--- config.mk ---
export PLATFORM = sky130hd
export DESIGN_NAME = mem_arbiter
export DESIGN_NICKNAME = d
export VERILOG_FILES = /design/src/rtl/mem_pkg.sv /design/src/rtl/mem_arbiter_arb_pick.sv /design/src/rtl/mem_arbiter.sv
export SDC_FILE = /design/constraint.sdc
export NUM_CORES = 1
export LEC_CHECK = 0
export CORE_MARGIN = 5
export CORE_UTILIZATION = 29
export CTS_CLUSTER_DIAMETER = 100
export DETAILED_ROUTE_END_ITERATION = 8
export PLACE_DENSITY = 0.53
export RECOVER_POWER = 25
export SYNTH_ARGS = -nofsm -noshare
export SYNTH_HDL_FRONTEND = slang
export SYNTH_SLANG_ARGS = --single-unit
--- constraint.sdc ---
create_clock -name clk -period 2 [get_ports clk]
set_input_delay 0.3 -clock clk [delete_from_list [all_inputs] [get_ports clk]]
set_output_delay 0.3 -clock clk [all_outputs]
set_load 0.01 [all_outputs]
--- src/rtl/mem_pkg.sv ---
// Shared definitions for the data-memory arbiter and its memory block.
// Holds the access-mode encodings, the RAM size constants, the arbiter
// state and owner enums, and the alignment helper used by the optional
// address check.
package mem_pkg;

    // Access-mode encodings shared by the core, the arbiter and the memory
    localparam logic [2:0] BYTE        = 3'b000;
    localparam logic [2:0] HALF_WORD   = 3'b001;
    localparam logic [2:0] WORD        = 3'b010;
    localparam logic [2:0] U_BYTE      = 3'b100;
    localparam logic [2:0] U_HALF_WORD = 3'b101;

    // Data RAM geometry (byte addressed)
    localparam int RAM_BYTES = 512;
    localparam int RAM_WORDS = RAM_BYTES / 4;

    typedef enum logic [1:0] {
        IDLE,
        ACCESS,
        RESP
    } arb_state_t;

    typedef enum logic {
        OWN_IF,
        OWN_LS
    } owner_t;

    // True when the low address bits do not match the natural alignment
    // of the access size. Byte accesses are always aligned.
    function automatic logic is_misaligned(input logic [2:0] mode,
                                           input logic [1:0] addr_lo);
        logic mis;
        mis = 1'b0;
        case (mode)
            HALF_WORD, U_HALF_WORD: mis = addr_lo[0];
            WORD:                   mis = (addr_lo != 2'b00);
            default:                mis = 1'b0;
        endcase
        return mis;
    endfunction

endpackage

--- src/rtl/mem_arbiter_arb_pick.sv ---
// arb_pick: combinational winner selection for the memory arbiter.
// The load/store unit has fixed priority, except that once the fetch side
// has been passed over STARVE_LIMIT times in a row it is forced through.
//
// Ports:
//   if_req      fetch request
//   ls_req      load/store request
//   starve_cnt  consecutive LS grants made while fetch was waiting
//   owner       winning requester (valid when grant_valid=1)
//   grant_valid at least one request is present
module arb_pick
    import mem_pkg::*;
#(
    parameter int STARVE_LIMIT = 4,
    parameter int CNT_W        = 3
) (
    input  logic             if_req,
    input  logic             ls_req,
    input  logic [CNT_W-1:0] starve_cnt,
    output owner_t           owner,
    output logic             grant_valid
);

    logic if_forced;

    always_comb begin
        if_forced   = if_req && (starve_cnt == CNT_W'(STARVE_LIMIT));
        grant_valid = if_req || ls_req;
        owner       = (ls_req && !if_forced) ? OWN_LS : OWN_IF;
    end

endmodule

--- src/rtl/mem_arbiter.sv ---
// mem_arbiter: shares one memory write port and one read port between the
// instruction fetch unit (read-only) and the load/store unit (read/write).
// One command is latched, driven to memory, and answered per three cycles;
// all outputs are registered.
//
// Ports:
//   clk, rst_n                      clock, synchronous active-low reset
//   if_req/if_addr                  fetch command (held until if_gnt)
//   if_gnt/if_rvalid/if_rdata       fetch accept pulse, data pulse, data
//   ls_req/ls_we/ls_mode/ls_addr/ls_wdata   load/store command
//   ls_gnt/ls_rvalid/ls_rdata/ls_err        LS accept, completion, data, error
//   m_we/m_wm/m_wa/m_wd             memory write port
//   m_rm/m_ra/m_rd                  memory read port (m_rd combinational)
//
// Build option: define MISALIGN_CHECK_EN to reject misaligned LS accesses
// with ls_err instead of performing them; otherwise ls_err is tied low.
module mem_arbiter
    import mem_pkg::*;
#(
    parameter int ADDR_W       = 9,
    parameter int STARVE_LIMIT = 4,
    parameter int CNT_W        = 3
) (
    input  logic              clk,
    input  logic              rst_n,
    input  logic              if_req,
    input  logic [ADDR_W-1:0] if_addr,
    output logic              if_gnt,
    output logic              if_rvalid,
    output logic [31:0]       if_rdata,
    input  logic              ls_req,
    input  logic              ls_we,
    input  logic [2:0]        ls_mode,
    input  logic [ADDR_W-1:0] ls_addr,
    input  logic [31:0]       ls_wdata,
    output logic              ls_gnt,
    output logic              ls_rvalid,
    output logic [31:0]       ls_rdata,
    output logic              ls_err,
    output logic              m_we,
    output logic [2:0]        m_wm,
    output logic [ADDR_W-1:0] m_wa,
    output logic [31:0]       m_wd,
    output logic [2:0]        m_rm,
    output logic [ADDR_W-1:0] m_ra,
    input  logic [31:0]       m_rd
);

    arb_state_t        state;
    logic [CNT_W-1:0]  starve_cnt;

    owner_t            cmd_owner;
    logic              cmd_we;
    logic [2:0]        cmd_mode;
    logic [ADDR_W-1:0] cmd_addr;
    logic [31:0]       cmd_wdata;
    logic              cmd_err;

    owner_t            pick_owner;
    logic              pick_valid;
    logic              pick_err;

    arb_pick #(
        .STARVE_LIMIT (STARVE_LIMIT),
        .CNT_W        (CNT_W)
    ) u_pick (
        .if_req      (if_req),
        .ls_req      (ls_req),
        .starve_cnt  (starve_cnt),
        .owner       (pick_owner),
        .grant_valid (pick_valid)
    );

`ifdef MISALIGN_CHECK_EN
    // Misalignment is judged on the command as it is accepted, so the
    // latched error flag travels with the command through ACCESS and RESP.
    assign pick_err = (pick_owner == OWN_LS) && is_misaligned(ls_mode, ls_addr[1:0]);

    always_ff @(posedge clk) begin
        if (!rst_n) begin
            ls_err <= 1'b0;
        end else begin
            ls_err <= (state == RESP) && (cmd_owner == OWN_LS) && cmd_err;
        end
    end
`else
    assign pick_err = 1'b0;
    assign ls_err   = 1'b0;
`endif

    // Main sequencer. Because every output is registered, each pulse shows
    // up one cycle after the state that produces it: gnt during ACCESS,
    // the memory command during RESP, and rvalid during the following IDLE
    // (where the next winner is already being chosen).
    always_ff @(posedge clk) begin
        if (!rst_n) begin
            state      <= IDLE;
            starve_cnt <= '0;
            cmd_owner  <= OWN_IF;
            cmd_we     <= 1'b0;
            cmd_mode   <= '0;
            cmd_addr   <= '0;
            cmd_wdata  <= '0;
            cmd_err    <= 1'b0;
            if_gnt     <= 1'b0;
            if_rvalid  <= 1'b0;
            if_rdata   <= '0;
            ls_gnt     <= 1'b0;
            ls_rvalid  <= 1'b0;
            ls_rdata   <= '0;
            m_we       <= 1'b0;
            m_wm       <= '0;
            m_wa       <= '0;
            m_wd       <= '0;
            m_rm       <= '0;
            m_ra       <= '0;
        end else begin
            if_gnt    <= 1'b0;
            ls_gnt    <= 1'b0;
            if_rvalid <= 1'b0;
            ls_rvalid <= 1'b0;

            case (state)
                IDLE: begin
                    if (pick_valid) begin
                        cmd_owner <= pick_owner;
                        cmd_err   <= pick_err;
                        if (pick_owner == OWN_LS) begin
                            cmd_we    <= ls_we;
                            cmd_mode  <= ls_mode;
                            cmd_addr  <= ls_addr;
                            cmd_wdata <= ls_wdata;
                            ls_gnt    <= 1'b1;
                        end else begin
                            cmd_we    <= 1'b0;
                            cmd_mode  <= WORD;
                            cmd_addr  <= if_addr;
                            cmd_wdata <= '0;
                            if_gnt    <= 1'b1;
                        end
                        state <= ACCESS;
                    end

                    // Count how long fetch has been passed over; the
                    // picker only lets LS win below the limit, so the
                    // extra compare just guards the saturation.
                    if (!if_req) begin
                        starve_cnt <= '0;
                    end else if (pick_owner == OWN_IF) begin
                        starve_cnt <= '0;
                    end else if (starve_cnt != CNT_W'(STARVE_LIMIT)) begin
                        starve_cnt <= starve_cnt + 1'b1;
                    end
                end

                ACCESS: begin
                    m_ra <= cmd_addr;
                    m_rm <= cmd_mode;
                    if (cmd_we && !cmd_err) begin
                        m_wa <= cmd_addr;
                        m_wm <= cmd_mode;
                        m_wd <= cmd_wdata;
                    end
                    m_we  <= cmd_we && !cmd_err;
                    state <= RESP;
                end

                RESP: begin
                    m_we <= 1'b0;
                    if (cmd_owner == OWN_LS) begin
                        ls_rvalid <= 1'b1;
                        ls_rdata  <= (cmd_we || cmd_err) ? 32'h0 : m_rd;
                    end else begin
                        if_rvalid <= 1'b1;
                        if_rdata  <= m_rd;
                    end
                    state <= IDLE;
                end

                default: state <= IDLE;
            endcase
        end
    end

endmodule
==> impl_metrics.ini, run 1 <==
[outcome]
status = completed

[synth]
synth-seq-cells = 176
yosysSeqAreaShare = 0.554
yosysWarnings = 0
synth_cells = 640
synth_top_cell_area_share = 0.554
synth_nets = 736
synth_top_cell_by_area = dfxtp_1
synth_cell_types = 39
netlist_top_cells_area = dfxtp_1 (55%), nand2_1 (9.4%), a21boi_1 (9.3%)
syn_area_per_cell_um2 = 9.93
synth_area_um2 = 6360

[sta]
skew_ps = 12.4
hold_violations = 0
setup_violations = 0
rsz0062_at_grt = false
fin_crit_sh = 0.877
period_needed_ps = 1750
tns_ps = 0
slew_viol_final = 0
fmax_mhz = 570

[clock_tree]
clk_pin_slew_ps = 70
post-cts-setup-buffer-count = 0
cts.repair.resized = 0
h-tree-depth = 4
worst_skew_pair.late_latency_ps = 420
tritoncts = done
postCtsHoldBufs = 0
clockBufferDepth = 2
numCtsBuffers = 17
cts-root-buf = clkbuf_16
cts.sinks = 176

[worst_setup_path]
path_max_fanout = 30
cp-end-kind = flop
crit_arrival_ps = 2050
cp_slowest_stage_delay_ps = 350
start_kind = flop
path_cells = inv_1 -> ha_1 -> nand2_1 -> and2_1 -> buf_4 -> a22o_1
critPathKind = flop to flop
cp.required_ps = 2300
cp_slowest_cell = dfxtp_1

[detailed_routing]
viasPerCell = 4.56
drt_iter0_drc = 257
dr.pass1.iters = 4
finalWirelength_um = 18600
wire_per_inst_um = 16.5
ant_nets = 0
vias = 5170
drc = 0

[pwr]
power_density_nw_per_um2 = 856
leakage_nw = 3.34
vdd_ir_drop_max_mv = 0.406

[grt]
grt_use_total = 0.148
antenna_found_initial = 0
busiest_layer = met2
gr-usage-met2 = 0.234
met1_usage = 0.193
grt_pass1_wl_um = 29000
overflow = 0
use_met3 = 0.0536
grt_pass1_vias = 5135
grt_max_degree = 54

[die]
coreArea_um2 = 21700
num_rows = 54
dieWidth_um = 158
die-height_um = 158
ios = 216
die_area_um2 = 25000
start_util = 0.293

[placed_design]
dp_hpwl_um = 12800
io_buffers = 214
dp_cells = 1101
gp_congestion = 0.754

[finish]
antennaDiodeCount = 0
drive_gt1_frac = 0.0668
fin_cells = 1133
final_nets = 936
area_growth_pct = 46.9
fill_cells = 2078

[hold_path]
hold_path_class = input pin to flop

[flow_run]
drv_cap = 0
==> metal layers <==
layer  part of all wire  vias to the layer above
li1                   -                     2600
met1               0.45                     2411
met3              0.079                       12
met4              0.012                        0
met2               0.46                      147
met5                  0                        -
==> Yosys cell counts <==
library cell  count
nor2_1            3
mux2i_1          13
conb_1            1
o21ai_0          10
nor4_1            1
o22ai_1           1
o21ai_1           9
nor3b_2           1
nand2_1         159
a21boi_1         79
and2_1            4
ha_1              6
o21ai_4           1
dfxtp_1         176
a22o_1           65
nand3_1           3
nand4b_1          2
o211ai_1          1
nor3b_1           1
o21a_1            3
and3_4            1
buf_12            4
o311a_1           1
nand4bb_1         1
buf_4             2
nor2b_1          15
inv_1             7
buf_2            25
o32a_1            1
and2_4            1
clkbuf_1         17
a31oi_1          10
nor2_4            1
and3_1            1
a21oi_1           9
nor3_1            1
nand2b_1          1
a21o_1            1
buf_6             2
==> worst max-delay path: cells and delay by family (launching register included) <==
family                     cells  cell delay, ps
and+or+nand+nor                2             390
DFF                            1             350
buffers and inverters          2             330
adders and majority gates      1             290
AOI/OAI and AO/OA              1             270
==> power by group <==
group          internal, mW  switching, mW  leakage (nW)
registers              3.65         0.0866          1.43
clock network          1.97           1.46         0.300
logic                 0.441          0.382          1.62
==> cell type report <==
class                   count  area, µm²  share of cell area
clock inverters            12        145              0.0155
inverters                   7       26.3             0.00282
repair buffers            231       2310               0.248
clock buffers              20        467              0.0500
flip-flops and latches    176       3520               0.377
multi-input cells         407       2510               0.269
well taps                 280        350              0.0375
==> cells by family after synthesis <==
| logic type | share of synthesized area |
|---|---|
| AOI/OAI and AO/OA | 0.227 |
| DFF | 0.554 |
| adders and majority gates | 0.0118 |
| buffers and inverters | 0.0524 |
| and+or+nand+nor | 0.133 |
| muxes | 0.0205 |
| other | 0.000590 |
==> through the flow <==
stage               utilization  setup slack (ps)  hold WS (ps)  power (mW)  cell area, µm²
finish                    0.430               245           304        7.99            9330
global placement          0.403              95.2           440        4.66            8740
floorplan                     -               592           426        4.23            6360
global route              0.430              99.5           311        8.37            9330
CTS                       0.431               219           301        8.14            9350
detailed placement        0.403              44.6           442        4.66            8740
==> sequential cells by signal, indices dropped and copies added, names as in the netlist, 2 cells and up <==
| name | cells |
|---|---|
| m_rm | 3 |
| m_wm | 3 |
| m_wd | 32 |
| cmd_mode | 3 |
| ls_rdata | 32 |
| starve_cnt | 3 |
| state | 2 |
| m_wa | 9 |
| if_rdata | 32 |
| cmd_addr | 9 |
| m_ra | 9 |
| cmd_wdata | 32 |
==> cells in the final DEF (no fill, tap or decap), drive strengths merged, types with 2 or more instances in the layout <==
master,n
a21boi,79
a21oi,9
a22o,65
a31oi,10
and2,5
and3,2
buf,15
bufinv,2
clkbuf,23
clkdlybuf4s50,204
clkinv,4
dfxtp,176
dlygate4sd3,9
ha,6
inv,12
mux2i,13
nand2,159
nand3,3
nand4b,2
nor2,4
nor2b,15
nor3b,2
o21a,3
o21ai,20
==> worst paths after layout <==
path	start	endpoint	slack (ps)	cells after the start
worst max-delay path	state[0]	ls_rdata[29]	250	6
worst min-delay path	rst_n	state[0]	300	2
worst max register to register	state[0]	ls_rdata[29]	250	6
worst min register to register	cmd_wdata[22]	m_wd[22]	450	2
(Power assumes the default switching activity.)
==> run 2, diff against run 1 <==
--- a/config.mk
+++ b/config.mk
@@ -5,7 +5,7 @@
 export SDC_FILE = /design/constraint.sdc
 export NUM_CORES = 1
 export LEC_CHECK = 0
-export CORE_MARGIN = 5
+export CORE_MARGIN = 4
 export CORE_UTILIZATION = 29
 export CTS_CLUSTER_DIAMETER = 100
 export DETAILED_ROUTE_END_ITERATION = 8
==> impl_metrics.ini, run 2 (synthesis results as in run 1) <==
[outcome]
status = completed

[detailed_routing]
vias = 5326
ant_nets = 0
finalWirelength_um = 18800
dr.pass1.iters = 4
viasPerCell = 4.72
drt_iter0_drc = 257
wire_per_inst_um = 16.7
drc = 0

[grt]
grt_max_degree = 45
grt_pass1_vias = 5484
overflow = 0
grt_pass1_wl_um = 29700
grt_use_total = 0.151
antenna_found_initial = 0

[clock_tree]
tritoncts = done
clk_pin_slew_ps = 70
cts.repair.resized = 0
post-cts-setup-buffer-count = 0
cts-root-buf = clkbuf_16
worst_skew_pair.late_latency_ps = 430
clockBufferDepth = 2
h-tree-depth = 4
cts.sinks = 176
postCtsHoldBufs = 0
numCtsBuffers = 17

[worst_setup_path]
start_kind = flop
reg2reg_depth = 6
cp.required_ps = 2350
rr_endpoint = m_wd[18]
path_max_fanout = 27
crit_arrival_ps = 2100
critPathKind = flop to flop
cp-end-kind = flop
r2r-start = state[1]
reg2reg_slack_ps = 240

[finish]
area.sequential_um2 = 3520
fill_cells = 2022
area_growth_pct = 46.2
antennaDiodeCount = 0
final_nets = 936
drive_gt1_frac = 0.0633
fin_util = 0.437
multi_input_comb_area_um2 = 2510
final_cell_mix = clkdlybuf4s50_1 (200), dfxtp_1 (176), nand2_1 (158)
layout_commonest_cell = clkdlybuf4s50_1

[die]
start_util = 0.299
die_area_um2 = 24400
num_rows = 53
ios = 216
dieWidth_um = 156
coreArea_um2 = 21300
die-height_um = 156

[hold_path]
hold_depth = 2
min_from = rst_n
hold_path_class = input pin to flop
min_to = starve_cnt[2]

[pwr]
vdd_ir_drop_max_mv = 0.570
leakage_nw = 3.35
power_mw = 8.04
power_density_nw_per_um2 = 865

[flow_run]
drv_cap = 0

[sta]
fmax_mhz = 570
slew-limit-headroom = 0.574
fin_hold_ws_ps = 235
skew_ps = 6.91
worstMarginPinSlew_ps = 638
slew_viol_final = 0
hold_violations = 0
rsz0062_at_grt = false
setup_violations = 0
tns_ps = 0
fin_crit_sh = 0.878
period_needed_ps = 1760

[placed_design]
gp_congestion = 0.829
io_buffers = 214
dp_hpwl_um = 13200
[run 2: worst max-delay path by stage]
stage | from | end | slack, ps | cells after the start
2_1_floorplan | state[1] | m_wa[0] | 590 | 7
3_3_place_gp | ls_req | starve_cnt[1] | 180 | 4
3_5_place_dp | if_req | cmd_addr[2] | 120 | 5
4_1_cts | state[0] | ls_rdata[29] | 280 | 6
5_1_grt | state[1] | m_wd[6] | 60 | 6
6_report | state[1] | m_wd[18] | 240 | 6
[run 2: layout make-up]
cell class                 instances  share of cell area
sequential                       176               0.379
multi-input combinational        407               0.270
timing repair buffer             231               0.245
clock buffer                      18              0.0473
tap                              275              0.0370
clock inverter                    14              0.0191
inverter                           7             0.00283
[run 2: routing by layer]
metal / vias to the layer above / GRT usage / share of wire
met1: 2538 / 0.193 / 0.45
met5: - / 0 / 0
met4: 0 / 0.0521 / 0.018
li1: 2596 / - / -
met3: 19 / 0.0452 / 0.069
met2: 173 / 0.245 / 0.47
[run 2: worst max-delay path, cell delays in order (launching register included)]
cell and delay [ps]:
dfxtp_1 330, inv_1 110, ha_1 260, and2_2 180
clkbuf_2 510, nand2_1 130, a21boi_0 160
[run 2: metrics by stage]
step / instance area [µm²] / worst slack (ps) / instances
floorplan: 6360 / 592 / 640
detailed placement: 8700 / 125 / 1096
finish: 9290 / 245 / 1128
global route: 9290 / 63.8 / 1128
CTS: 9320 / 278 / 1128
global placement: 8700 / 183 / 1096
[run 2: power by group]
part           leakage, nW  total [mW]  switching (mW)  internal, mW
combinational         1.62       0.816           0.380         0.436
sequential            1.43        3.74          0.0909          3.65
clock                0.296        3.49            1.47          2.02
